===== config.mk =====
export PLATFORM = sky130hd
export DESIGN_NAME = pipe_stage_reg
export DESIGN_NICKNAME = d
export VERILOG_FILES = /design/src/rtl/pipe_stage_reg.sv
export SDC_FILE = /design/constraint.sdc
export NUM_CORES = 1
export LEC_CHECK = 0
export ABC_AREA = 1
export ABC_CLOCK_PERIOD_IN_PS = 2650
export BUFFER_PORTS_ARGS = -buffer_cell sky130_fd_sc_hd__buf_2
export CAP_MARGIN = 20
export CORE_ASPECT_RATIO = 1.1
export CORE_UTILIZATION = 48
export CTS_CLUSTER_SIZE = 12
export DETAILED_ROUTE_END_ITERATION = 10
export PLACE_DENSITY_LB_ADDON = 0.15
export SYNTH_ARGS = -nofsm -noshare
export SYNTH_HDL_FRONTEND = slang
export SYNTH_SLANG_ARGS = --single-unit
export TNS_END_PERCENT = 1

===== constraint.sdc =====
create_clock -name CLK -period 2.65 [get_ports CLK]
set_input_delay 0.3975 -clock CLK [delete_from_list [all_inputs] [get_ports CLK]]
set_output_delay 0.3975 -clock CLK [all_outputs]
set_load 0.02 [all_outputs]

===== src/rtl/pipe_stage_reg.sv =====
`default_nettype none
// ============================================================================
//  Module   : pipe_stage_reg
//  Purpose  : Parametrised valid/ready pipeline stage register carrying a
//             bundle of WORDS words of WORD_W bits (word 0 in the LSBs).
//             Supports a global stage enable (RegWrite), synchronous flush
//             and asynchronous active-high reset.
//  Options  : PIPE_STAGE_SKID_EN - when defined, a 2-entry skid buffer is
//             built and OReady depends only on registered state. When
//             undefined, a single slot is used and OReady is combinational
//             from IReady.
//  Revision : 1.0 - initial release
// ============================================================================
module pipe_stage_reg #(
    parameter int WORD_W = 16,
    parameter int WORDS  = 3
) (
    input  logic                      CLK,
    input  logic                      Reset,
    input  logic                      RegWrite,
    input  logic                      Flush,
    input  logic                      IValid,
    input  logic [WORD_W*WORDS-1:0]   IData,
    output logic                      OReady,
    output logic                      OValid,
    output logic [WORD_W*WORDS-1:0]   OData,
    input  logic                      IReady,
    output logic [1:0]                OCount
);

    localparam int B = WORD_W * WORDS;

    // Encoding doubles as the occupancy count driven on OCount.
    typedef enum logic [1:0] {
        S_EMPTY = 2'd0,
        S_ONE   = 2'd1,
        S_TWO   = 2'd2
    } state_t;

    state_t         state;
    logic [B-1:0]   main_data;
`ifdef PIPE_STAGE_SKID_EN
    logic [B-1:0]   skid_data;
`endif
    logic           push;
    logic           pop;

    // Handshake outputs and transfer qualifiers derived from held state.
    always_comb begin
        OValid = (state != S_EMPTY) && RegWrite;
`ifdef PIPE_STAGE_SKID_EN
        // Registered-state only: a downstream stall never reaches upstream
        // combinationally, the skid slot absorbs the in-flight beat.
        OReady = (state != S_TWO) && RegWrite && !Reset;
`else
        OReady = (!OValid || IReady) && RegWrite && !Reset;
`endif
        push   = IValid && OReady && RegWrite && !Flush;
        pop    = OValid && IReady && RegWrite;
        OData  = main_data;
        OCount = state;
    end

    // Slot and state update; emptied slots are zeroed so OData reads 0 when idle.
    always_ff @(posedge CLK or posedge Reset) begin
        if (Reset) begin
            state     <= S_EMPTY;
            main_data <= '0;
`ifdef PIPE_STAGE_SKID_EN
            skid_data <= '0;
`endif
        end else if (RegWrite) begin
            if (Flush) begin
                // Flush wins over any concurrent push or pop.
                state     <= S_EMPTY;
                main_data <= '0;
`ifdef PIPE_STAGE_SKID_EN
                skid_data <= '0;
`endif
            end else begin
                case (state)
                    S_EMPTY: begin
                        if (push) begin
                            state     <= S_ONE;
                            main_data <= IData;
                        end
                    end
                    S_ONE: begin
                        if (push && pop) begin
                            main_data <= IData;
                        end else if (push) begin
`ifdef PIPE_STAGE_SKID_EN
                            state     <= S_TWO;
                            skid_data <= IData;
`else
                            // Unreachable without the skid slot: OReady
                            // requires IReady while holding an entry.
                            main_data <= IData;
`endif
                        end else if (pop) begin
                            state     <= S_EMPTY;
                            main_data <= '0;
                        end
                    end
`ifdef PIPE_STAGE_SKID_EN
                    S_TWO: begin
                        if (pop) begin
                            state     <= S_ONE;
                            main_data <= skid_data;
                            skid_data <= '0;
                        end
                    end
`endif
                    default: begin
                        state     <= S_EMPTY;
                        main_data <= '0;
                    end
                endcase
            end
        end
    end

endmodule
`default_nettype wire


==> flow_metrics.env <==
export IMPL_num_io_pins=106
export IMPL_status="finished, final reports clean"
export IMPL_finalSetupViolations=0
export IMPL_cts_tree="built"
export IMPL_clk_path_buf_depth=2
export IMPL_grt_overflow=0
export IMPL_fin_crit_sh_pct=60.6
export IMPL_slowest_stage="inv_2"
export IMPL_hpwl_mm=2.97
export IMPL_grt_total_usage_pct=19.2
export IMPL_die_height_um=70.1
export IMPL_peakVddDrop_mv=0.404
export IMPL_final_cells=384
export IMPL_clockRootBuffer="clkbuf_8"
export IMPL_worstPathCellList="nand2_1, nand4_1, inv_2, nand2_1, nand2_1"
export IMPL_gp_congestion=0.861
export IMPL_rsz0062_at_grt="false"
export IMPL_synth_seq_cells=49
export IMPL_routed_wl_mm=4.15
export IMPL_synth_warnings=0
export IMPL_core_area_um2=3990
export IMPL_antenna_found_initial=0
export IMPL_p_leak_nw=1.69
export IMPL_dp_cells=376
export IMPL_path_clk_slew_ns=0.08
export IMPL_via_per_inst=4.42
export IMPL_path_class="register to register"
export IMPL_dieArea_um2=4480
export IMPL_max_stage_delay_ns=0.58
export IMPL_fp_row_count=24
export IMPL_synth_area_per_cell_um2=8.87
export IMPL_synth_fp_nets=282
export IMPL_hold_class="primary input to async pin"
export IMPL_die_width_um=63.9
export IMPL_fin_tns_setup_ns=0
export IMPL_drt_initial_drc_count=115
export IMPL_cts_sinks=49
export IMPL_total_power_mw=1.50
export IMPL_cp_arrival_ns=1.84
export IMPL_crit_path_start_kind="register"
export IMPL_first_pass_iters=4
export IMPL_diodes=0
export IMPL_grt_pass1_vias=1530
export IMPL_syn_area_um2=2020
export IMPL_drv_slew=0
export IMPL_seq_area_frac_synth_pct=60.6
export IMPL_netlist_cell_type_count=16
export IMPL_portBuffers=104
export IMPL_cap_viol_max_count=0
export IMPL_drive_above_1_share_pct=42.2
export IMPL_cts_hold_buf=0
export IMPL_numCtsBuffers=5
export IMPL_htreeDepth=2
export IMPL_route_detailed_drc=0
export IMPL_wl_per_cell_um=10.8
export IMPL_synthToLayoutAreaGrowth_pct=29.6
export IMPL_fmax_ghz=0.623
export IMPL_synth_cells=228
export IMPL_via_count=1698
export IMPL_fin_util_pct=65.6
export IMPL_cts_resized=0
export IMPL_grt_start_max_net_pins=49
export IMPL_grt_pass1_wl_mm=6.63
export IMPL_finClkSkew_ns=0.00601
export IMPL_cts_setup_buffers=0
export IMPL_fillerInstances=354
export IMPL_period_minus_slack_ns=1.61
export IMPL_clock_latency_ns=0.29
export IMPL_layout_nets=385
export IMPL_worst_pin_slew_ns=0.760
export IMPL_required_ns=2.88
export IMPL_p_per_area_nw_per_um2=572
export IMPL_relSlewSlack_pct=49.3
export IMPL_cpMostUsedCell="nand2_1"
export IMPL_postRouteAntennaNets=0
export IMPL_end_kind="register"
export IMPL_hold_violations=0
export IMPL_crit_path_max_fanout=48
export IMPL_initial_core_util_pct=50.7
## sequential cells by signal (all words and copies together) (netlist names)
signal	cells
OCount	1
OData	48
## path summary, 6_finish.rpt
| check | start | to | slack (ns) | cells past startpoint |
|---|---|---|---|---|
| worst min register to register | OData[7] | OData[7] | 0.47 | 2 |
| max in group asynchronous | Reset | OData[42] | 1.81 | 3 |
| worst min-delay path | Reset | OData[12] | 0.12 | 2 |
| worst max register to register | OCount[0] | OData[41] | 1.04 | 5 |
| worst max-delay path | OCount[0] | OData[41] | 1.04 | 5 |
| min in group CLK | IData[47] | OData[47] | 0.30 | 3 |
## per-stage QoR
step	area (um^2)	setup slack, ns	hold slack [ns]
global placement	2540	0.972	0.444
finish	2620	1.04	0.117
detailed placement	2540	0.918	0.447
CTS	2620	1.02	0.124
floorplan	2020	1.08	0.514
global route	2620	0.843	0.143
## placed cells by master, fill, tap and decap left out, types with 2 or more instances in the layout
| cell | instances |
|---|---|
| buf_2 | 104 |
| inv_2 | 3 |
| clkinv_2 | 2 |
| buf_4 | 3 |
| dfrtp_1 | 49 |
| nand2_1 | 132 |
| nand2_2 | 21 |
| nand3_1 | 2 |
| clkbuf_8 | 5 |
| inv_1 | 4 |
## routing by layer
layer	track usage (%)	share of wire, %	vias to the layer above
li1	-	-	880
met1	24.1	45	752
met2	31.6	47	61
met3	6.21	7.1	5
met4	5.30	0.91	0
met5	0	0	-
## critical path, delay by kind of cell (launching register included)
kind / cells / cell delay, ns
DFF: 1 / 0.44
buffers and inverters: 1 / 0.58
and+or+nand+nor: 4 / 0.51
## power by group
| part | switching, mW | leakage, nW | internal (mW) |
|---|---|---|---|
| clock network | 0.227 | 0.0450 | 0.183 |
| registers | 0.0299 | 0.666 | 0.797 |
| logic | 0.168 | 0.980 | 0.0944 |
## synthesized netlist by cell type
| library cell | count | area (um^2) |
|---|---|---|
| buf_6 | 6 | 67.6 |
| buf_2 | 2 | 10.0 |
| nand2_2 | 21 | 131 |
| dfrtp_1 | 49 | 1230 |
| nand3_2 | 1 | 10.0 |
| inv_1 | 5 | 18.8 |
| nand2_1 | 132 | 495 |
| inv_2 | 2 | 7.51 |
| clkbuf_1 | 2 | 7.51 |
| nand4_1 | 1 | 6.26 |
| clkinv_1 | 1 | 3.75 |
| conb_1 | 1 | 3.75 |
| and2_1 | 1 | 6.26 |
| buf_4 | 1 | 7.51 |
| nor2_4 | 1 | 11.3 |
| nand3_1 | 2 | 10.0 |
## cell type report
class / count / area (um^2) / share of cell area [%]
clock buffers: 6 / 72.6 / 2.77
clock inverters: 2 / 10.0 / 0.382
repair buffers: 107 / 543 / 20.7
multi-input cells: 160 / 674 / 25.7
inverters: 8 / 30.0 / 1.15
well taps: 52 / 65.1 / 2.48
flip-flops and latches: 49 / 1230 / 46.8
## cell families (layout without fill, tap and decap cells)
logic type             Yosys count  in the layout  share of synthesized area [%]
and+or+nand+nor                159            159                           33.1
DFF                             49             49                           60.6
buffers and inverters           19            123                           6.06
other                            1              1                          0.185
No activity file was read; power rests on OpenSTA's default activity.
